<file path="src/rtl/nes_dma_pkg.sv">
// Shared state encoding and fixed bus addresses for the OAM sprite DMA engine.
package nes_dma_pkg;

   typedef enum logic [2:0] {
      IDLE,
      HALT,
      ALIGN,
      READ,
      WRITE
   } dma_state_t;

   localparam logic [15:0] ADDR_OAMDMA  = 16'h4014;
   localparam logic [15:0] ADDR_OAMDATA = 16'h2004;

endpackage

</file>
<file path="src/rtl/oam_dma_controller.sv">
// Sprite DMA engine: snoops CPU writes to $4014, halts the CPU and copies one page into OAMDATA.
// Define OAM_DMA_ALIGN_EN for cycle-accurate get/put alignment (513 or 514 halted cycles).
module oam_dma_controller
   import nes_dma_pkg::*;
#(
   parameter logic [15:0] DMA_REG_ADDR  = ADDR_OAMDMA,
   parameter logic [15:0] OAM_DATA_ADDR = ADDR_OAMDATA,
   parameter int unsigned XFER_LEN      = 256
) (
   input  logic        CLK,
   input  logic        RESET,
   input  logic [15:0] CPU_ADDR,
   input  logic [7:0]  CPU_DATA_OUT,
   input  logic        CPU_wren,
   input  logic [7:0]  BUS_DATA_IN,
   output logic        CPU_RDY,
   output logic        DMA_ACTIVE,
   output logic [15:0] DMA_ADDR,
   output logic [7:0]  DMA_DATA_OUT,
   output logic        DMA_rden,
   output logic        DMA_wren
);

   localparam logic [7:0] LAST_COUNT = 8'(XFER_LEN - 1);

   dma_state_t state_q, state_d;
   logic [7:0] page_q,  page_d;
   logic [7:0] count_q, count_d;
   logic [7:0] data_q,  data_d;
   logic       trigger;

`ifdef OAM_DMA_ALIGN_EN
   logic parity_q, parity_d;

   assign parity_d = ~parity_q;
`endif

   assign trigger = CPU_wren && (CPU_ADDR == DMA_REG_ADDR);

   // Next-state logic; a trigger seen outside IDLE is deliberately dropped.
   always_comb begin
      state_d = state_q;
      page_d  = page_q;
      count_d = count_q;
      data_d  = data_q;
      unique case (state_q)
         IDLE: begin
            if (trigger) begin
               state_d = HALT;
               page_d  = CPU_DATA_OUT;
               count_d = 8'd0;
            end
         end
         HALT: begin
            state_d = READ;
`ifdef OAM_DMA_ALIGN_EN
            // parity_q==0 here means the cycle after HALT is a put cycle.
            if (!parity_q) begin
               state_d = ALIGN;
            end
`endif
         end
         ALIGN: begin
            state_d = READ;
         end
         READ: begin
            data_d  = BUS_DATA_IN;
            state_d = WRITE;
         end
         WRITE: begin
            count_d = count_q + 8'd1;
            state_d = (count_q == LAST_COUNT) ? IDLE : READ;
         end
         default: begin
            state_d = IDLE;
         end
      endcase
   end

   always_ff @(posedge CLK or posedge RESET) begin
      if (RESET) begin
         state_q  <= IDLE;
         page_q   <= 8'd0;
         count_q  <= 8'd0;
         data_q   <= 8'd0;
`ifdef OAM_DMA_ALIGN_EN
         parity_q <= 1'b0;
`endif
      end else begin
         state_q  <= state_d;
         page_q   <= page_d;
         count_q  <= count_d;
         data_q   <= data_d;
`ifdef OAM_DMA_ALIGN_EN
         parity_q <= parity_d;
`endif
      end
   end

   // Outputs decode purely from the state flop, so reset forces them back asynchronously.
   always_comb begin
      CPU_RDY      = 1'b0;
      DMA_ACTIVE   = 1'b0;
      DMA_ADDR     = 16'h0000;
      DMA_rden     = 1'b0;
      DMA_wren     = 1'b0;
      DMA_DATA_OUT = data_q;
      unique case (state_q)
         IDLE: begin
            CPU_RDY = 1'b1;
         end
         READ: begin
            DMA_ACTIVE = 1'b1;
            DMA_rden   = 1'b1;
            DMA_ADDR   = {page_q, count_q};
         end
         WRITE: begin
            DMA_ACTIVE = 1'b1;
            DMA_wren   = 1'b1;
            DMA_ADDR   = OAM_DATA_ADDR;
         end
         default: begin
            CPU_RDY = 1'b0;
         end
      endcase
   end

   assert property (@(posedge CLK) disable iff (RESET) !(DMA_rden && DMA_wren));

endmodule

</file>
<file path="config.mk">
export PLATFORM = sky130hd
export DESIGN_NAME = oam_dma_controller
export DESIGN_NICKNAME = d
export VERILOG_FILES = /design/src/rtl/nes_dma_pkg.sv /design/src/rtl/oam_dma_controller.sv
export SDC_FILE = /design/constraint.sdc
export NUM_CORES = 1
export LEC_CHECK = 0
export CORE_MARGIN = 1
export CORE_UTILIZATION = 45
export CTS_CLUSTER_SIZE = 28
export DETAILED_ROUTE_END_ITERATION = 7
export PLACE_DENSITY = 0.84
export SETUP_SLACK_MARGIN = 0.3
export SLEW_MARGIN = 20
export SYNTH_ARGS = -nofsm -noshare
export SYNTH_HDL_FRONTEND = slang
export SYNTH_SLANG_ARGS = --single-unit
</file>
<file path="constraint.sdc">
create_clock -name CLK -period 3.4 [get_ports CLK]
set_input_delay 1.02 -clock CLK [delete_from_list [all_inputs] [get_ports CLK]]
set_output_delay 1.02 -clock CLK [all_outputs]
set_load 0.02 [all_outputs]
</file>
== Word-level counts from Yosys, hierarchy flattened ==
Cells that the tools add are included.
Widths: inputs -> output; s select.
Word-level totals
  input bits: 35
  register bits: 27
  word-level logic and storage cells: 29
  output and inout bits: 28
Cells by class
  reductions and logical operators: 7
  multiplexer cells: 10
  add/subtract/negate cells: 1
  equal/unequal tests: 7
Operator list (count)
  $pmux 16 s2: 1
  $eq 16x15->1 const B: 1
  $pmux 8 s2: 1
  $pmux 3 s4: 1
  $add 8x1->8 const B: 1
  $eq 8x8->1 const B: 1
  $mux 8: 1
  $eq 3x2->1 const B: 2
  $mux 1: 4
  $reduce_and 2->1: 2
  $reduce_or 2->1: 2
  $eq 3x1->1 const B: 1
  $eq 3x3->1 const B: 1
  $logic_not 3->1: 1
  $mux 3: 1
  $mux 2: 1
  $ne 2x2->1 const B: 1
  $reduce_bool 2->1: 1
  $logic_and 1x1->1: 1

== Longest topological paths before layout ==
Gate-level depths: netlist (run 1).
  depth after elaboration: 4
  mapped depth: 6
  gate-level depth less buffers: 5

== Worst setup path after synthesis (run 1) ==
Ideal clock, no wire load.
  kind: reg2out
  start point: register state_q[0]
  end point: output DMA_ADDR[11]
  required time: 2.380 ns
  buffers on the path: 2
  stages on the path, launching flop included: 6
  slack: 0.874 ns
  data arrival time: 1.506 ns
  cell sequence: dfrtp_1 buf_4 nand2_1 nor2_1 clkbuf_1 and2_1
Between the ends
  cells in the longest elaborated chain, start to end: 2
  elaborated cells on any way between the ends: 3
  classes of those cells: eq/ne: 2; mux: 1
Ends and longest elaborated chain
  start: declaration: RTL line oam_dma_controller.sv:26  | dma_state_t state_q, state_d;
  start signal: assignment: RTL line oam_dma_controller.sv:90  | state_q <= state_d;
  $eq 3x3->1 or $eq 3x2->1 (tied branches): RTL line oam_dma_controller.sv:108  | unique case (state_q)
  $pmux 16 s2 (*): RTL line oam_dma_controller.sv:108
  end: declaration: RTL line oam_dma_controller.sv:18  | output logic [15:0] DMA_ADDR,
Mark *: on every way between the ends. The rest lies on a longest branch, timed or not.

== Final worst setup path (run 1) ==
  start point: register state_q[1]
  end point: output DMA_rden
Between the ends
  cells in the longest elaborated chain, start to end: 2
Ends and longest elaborated chain
  $eq 3x2->1: RTL line oam_dma_controller.sv:108
  $mux 1: RTL line oam_dma_controller.sv:108
  end: declaration: RTL line oam_dma_controller.sv:20  | output logic DMA_rden,
No other way between the ends.

==> results of run 1 <==
[worst paths after layout]
path,start,endpoint,slack [ns],depth (start not counted)
min reg2reg,DMA_DATA_OUT[0],DMA_DATA_OUT[0],0.52,1
max reg2reg,state_q[2],page_q[6],1.61,5
min,DMA_DATA_OUT[0],DMA_DATA_OUT[0],0.52,1
max in group asynchronous,RESET,state_q[2],2.07,3
min in group asynchronous,RESET,DMA_DATA_OUT[0],1.04,3
max,state_q[1],DMA_rden,0.49,4
[layout by cell type, fill, tap and decap left out, drive strengths merged, types with 2 or more instances in the layout]
| cell | count |
|---|---|
| nor4 | 4 |
| clkdlybuf4s50 | 45 |
| inv | 3 |
| o21ai | 5 |
| nor3 | 4 |
| clkbuf | 4 |
| o21bai | 2 |
| nor4b | 2 |
| dlymetal6s2s | 16 |
| xnor2 | 2 |
| nand3 | 8 |
| nor2 | 7 |
| o211ai | 2 |
| dfrtp | 27 |
| or3 | 3 |
| mux2 | 16 |
| and2 | 14 |
| nand2 | 15 |
| buf | 8 |
[logic make-up (layout without fill, tap and decap cells)]
kind of cell,count (synthesis),in the layout,share of synthesized area (%)
xor gates and xnor gates,3,3,1.77
DFF,27,27,45.6
muxes,16,16,13.9
and+or+nand+nor,62,62,28.5
AOI/OAI and AO/OA,10,10,4.48
adders and majority gates,1,1,0.844
buffers and inverters,10,77,4.90
[layout make-up]
cell class	instances	share of cell area [%]
inverter	3	0.506
timing repair buffer	70	32.3
sequential	27	30.5
tap	44	2.47
clock buffer	4	1.18
multi-input combinational	92	33.0
[power by group through the flow]
stage,Sequential [mW],Combinational [mW],Clock [mW]
final,0.552,0.800,0.135
after global placement,0.567,0.736,0
after CTS,0.550,0.815,0.142
after floorplan,0.569,0.445,0
after detailed placement,0.578,0.753,0
after global routing,0.570,0.861,0.154
[registers in the layout, summed over array words and instances (netlist names)]
register / cells
DMA_DATA_OUT: 8
state_q: 3
count_q: 8
page_q: 8
[synthesized netlist by cell type]
cell and count:
nor3_2 1, nor4bb_1 1, or3b_4 1, nand2_1 14, nand3_1 7, xnor2_1 2, nor4_4 3, o31ai_1 1
buf_6 4, o21bai_1 1, clkbuf_1 1, nor3_1 3, nand3_2 1, ha_1 1, dfrtp_1 27, nand2_2 1
nor2_2 1, o21bai_2 1, xor2_1 1, or3_1 3, mux2_2 9, nor4b_4 2, and3_1 1, nand4_1 1
nor4_1 1, inv_1 3, buf_2 1, nor2_1 6, mux2_4 7, o211ai_1 2, or2_2 1, and2_1 14
buf_4 1, o21ai_0 5
[timing repair]
item	CTS	global route
buffers inserted	4	0
endpoints found under the hold margin	0	0
setup endpoints to repair	18	16
resized for setup	4	16
[layer usage]
layer / GRT usage, % / wire length (um) / up-vias
met5: 0 / 0 / -
met4: 7.48 / 46 / 0
met3: 5.02 / 292 / 5
met2: 42.2 / 1900 / 54
met1: 25.6 / 1400 / 554
li1: - / - / 578
[stage by stage]
stage          util, %  power, mW  cells  hold slack (ns)  cell area (um2)
2_1_floorplan        -       1.01    129            0.472             1480
3_3_place_gp      69.1       1.30    232            0.485             2130
3_5_place_dp      69.1       1.33    232            0.490             2130
4_1_cts           71.0       1.51    240            0.526             2180
5_1_grt           72.3       1.59    240            0.544             2220
6_report          72.3       1.49    240            0.524             2220
==> impl_metrics.tcl, run 1 <==
set metrics [dict create \
    drt_pass1_iterations 4 \
    viasPerCell 4.96 \
    io_buffers 62 \
    start_util_pct 48.1 \
    maxCapViolations 0 \
    clkLatencyLatePin_ns 0.33 \
    antenna_cells 0 \
    clock-root-buffer "clkbuf_4" \
    track_usage_pct 22.8 \
    fin_crit_ns 2.91 \
    worstPathArrival_ns 1.89 \
    worst_pin_slew_ns 0.450 \
    cts_tree "built" \
    routed_wl_mm 3.64 \
    antenna_found_initial 0 \
    rows 20 \
    p_switching_uw 593 \
    slowest_delay_ns 0.62 \
    avgSynthCellArea_um2 11.5 \
    slowest_stage "clkdlybuf4s50_1" \
    worstPathRequired_ns 2.38 \
    pwr-share-comb_pct 53.8 \
    syn_to_final_growth_pct 50.2 \
    die_area_mm2 0.00353 \
    pre_cts_slack_ns 0.471 \
    grt_overflow 0 \
    final-max-slew-violation-count 0 \
    die_w_um 59.4 \
    ys_ff_latch 27 \
    synth_cell_types 34 \
    drc 0 \
    run_status "finished clean" \
    regArea_um2 679 \
    finalHoldViolCount 0 \
    clock_skew_ns 0.0104 \
    period_share_pct 85.6 \
    ioPinCount 63 \
    gp_congestion 0.876 \
    wl_per_cell_um 15.2 \
    mappedNetlistArea_mm2 0.00148 \
    hp-class "flop to flop" \
    hpwlAfterDp_mm 2.76 \
    seq_area_frac_synth_pct 45.6 \
    leakage_nw 1.18 \
    fp.dieH_um 59.4 \
    cts_buffer_depth 2 \
    yosysTopAreaCell "dfrtp_1" \
    synth_nets 165 \
    yosysWarningCount 0 \
    first_iter_violations 15 \
    fin_ws_ns 0.488 \
    power_frac_clock_pct 9.1 \
    switching_share_pct 39.9 \
    grt_max_degree 28 \
    p_per_area_mw_per_mm2 668 \
    critPathMaxFanout 12 \
    intPower_uw 893 \
    htree_levels 1 \
    crit_chain "nand2_1 > nor2_1 > buf_4 > clkdlybuf4s50_1" \
    ctsHoldBuffers 0 \
    worstSetupEndpointType "output pin" \
    fin_tns_setup_ns 0 \
    critical-path-top-delay-family "buffers and inverters" \
    synth.area.top_cells "dfrtp_1, mux2_4, mux2_2" \
    setup_viol 0 \
    grt_setup_unrepaired "no" \
    first_global_vias 1306 \
    via_count 1191 \
    peakVddDrop_v 0.000470 \
    startpoint_type "flop" \
    fin_nets 233 \
    yosysTopAreaCellShare_pct 45.6 \
    grt_pass1_wl_mm 5.89 \
    antenna_left 0 \
    cts_sinks 27 \
    clkSlewWorstSetupHoldPaths_ns 0.14 \
    critical_path_buf_inv_count 2 \
    synthCells 129 \
    layout-drive-gt1-share_pct 21.4 \
    timing.fmax_ghz 0.343 \
    coreArea_mm2 0.00308 \
    seq_power_share_pct 37.2 \
    critical_path_class "flop to output pin" \
    fillCellCount 240 \
    multi_input_area_um2 733 \
    slew-limit-headroom_pct 69.6 \
    numCtsBuffers 3 \
]
Power figures use the tool's default switching activity.
==> run 2, diff against run 1 <==
CTS_CLUSTER_SIZE = 8   (was 28)
clock period = 3.65 ns   (was 3.4 ns; I/O delays follow)
==> run 2 against run 1 <==
Clock skew down 0.0061 ns. Via count rose by 0.17%. Die area did not move. Hold slack got worse by 0.0069 ns. Highest routed layer unchanged.
==> impl_metrics.tcl, run 2 (same netlist as run 1, synthesis figures left out) <==
set metrics [dict create \
    worstSetupEndpointType "output pin" \
    track_usage_pct 21.4 \
    cts_tree "built" \
    htree_levels 1 \
    antenna_left 0 \
    postCtsSetupBuffers 0 \
    layout-drive-gt1-share_pct 19.4 \
    wl_per_cell_um 14.2 \
    hpwlAfterDp_mm 2.65 \
    drc 0 \
    via_count 1193 \
    fin_tns_setup_ns 0 \
    critical_path_buf_inv_count 2 \
    viasPerCell 5.08 \
    fin_nets 228 \
    ioPinCount 63 \
    critical-path-top-delay-family "buffers and inverters" \
    syn_to_final_growth_pct 45.0 \
    clkSlewWorstSetupHoldPaths_ns 0.13 \
    grt_max_degree 28 \
    clock_skew_ns 0.00430 \
    slew-limit-headroom_pct 37.9 \
    antenna_cells 0 \
    numCtsBuffers 3 \
    grt_pass1_wl_mm 5.71 \
    finalHoldViolCount 0 \
    p_per_area_mw_per_mm2 632 \
    slowest_stage "clkdlybuf4s50_1" \
    clock-root-buffer "clkbuf_4" \
    fp.dieH_um 59.4 \
    period_share_pct 89.2 \
    routed_wl_mm 3.34 \
    worst_pin_slew_ns 0.926 \
    peakVddDrop_v 0.000484 \
    stdcell_count 235 \
    fin_crit_ns 3.26 \
    run_status "finished clean" \
    layout_common_cells "clkdlybuf4s50_1, dfrtp_1, nand2_1, and2_1, mux2_2" \
    slowest_delay_ns 0.64 \
    first_iter_violations 24 \
    maxCapViolations 0 \
    worstPathRequired_ns 2.55 \
    grt_overflow 0 \
    critPathMaxFanout 13 \
    drt_pass1_iterations 4 \
    die_w_um 59.4 \
    start_util_pct 48.1 \
    timing.fmax_ghz 0.307 \
    grt_setup_unrepaired "no" \
    final_common_cell "clkdlybuf4s50_1" \
    startpoint_type "flop" \
    critical_path_class "flop to output pin" \
    cts_sinks 27 \
    cts_buffer_depth 2 \
    first_global_vias 1324 \
    rows 20 \
    final-max-slew-violation-count 0 \
    gp_congestion 0.878 \
    crit_chain "or3b_4 > inv_1 > clkdlybuf4s50_1" \
    io_buffers 62 \
    leakage_nw 0.869 \
    worstPathArrival_ns 2.16 \
    antenna_found_initial 0 \
    dp.cells 231 \
    setup_viol 0 \
    hp-class "flop to flop" \
    clkLatencyLatePin_ns 0.31 \
    coreArea_mm2 0.00308 \
    die_area_mm2 0.00353 \
    fillCellCount 220 \
]
run 2: cell type report:
class                   instances  area (um2)  share of cell area (%)
well taps                      44        55.1                    2.56
inverters                       3        11.3                   0.524
clock buffers                   4        26.3                    1.22
repair buffers                 65         643                    29.9
multi-input cells              92         733                    34.1
flip-flops and latches         27         679                    31.6
run 2: path summary, 6_finish.rpt:
check / startpoint / to / slack [ns] / cells after the start
max in group asynchronous: RESET / state_q[1] / 2.02 / 2
min reg2reg: page_q[6] / page_q[6] / 0.52 / 1
max reg2reg: state_q[2] / page_q[6] / 1.87 / 5
min in group asynchronous: RESET / page_q[5] / 1.17 / 2
max: state_q[1] / DMA_wren / 0.39 / 3
min: page_q[6] / page_q[6] / 0.52 / 1
run 2: where the power goes:
part           leakage, nW  switching, mW  internal [mW]  total (mW)
clock network       0.0150         0.0787         0.0426       0.121
registers            0.329          0.127          0.406       0.533
logic                0.524          0.337          0.365       0.702
total                0.869          0.543          0.814        1.36
run 2: timing repair:
action / in CTS / in global routing
gates resized for setup: 0 / 3
endpoints found under the setup margin: 0 / 16
hold buffers: 0 / 0
run 2: metrics by stage:
step	total power [mW]	setup WS (ns)	hold WS, ns	util [%]	cell area, um2
finish	1.36	0.395	0.517	69.8	2150
CTS	1.36	0.314	0.522	69.7	2140
global placement	1.21	0.679	0.485	68.8	2120
detailed placement	1.24	0.657	0.485	68.8	2120
floorplan	0.945	1.05	0.472	-	1480
global route	1.45	0.306	0.545	69.8	2150
run 2: metal layers:
metal / up-vias / wire [um] / GRT usage (%) / share of wire, %
met3: 2 / 336 / 5.02 / 10
met1: 563 / 1240 / 24.3 / 37
li1: 569 / - / - / -
met4: 0 / 12 / 5.44 / 0.36
met2: 59 / 1760 / 40.0 / 53
met5: - / 0 / 0 / 0
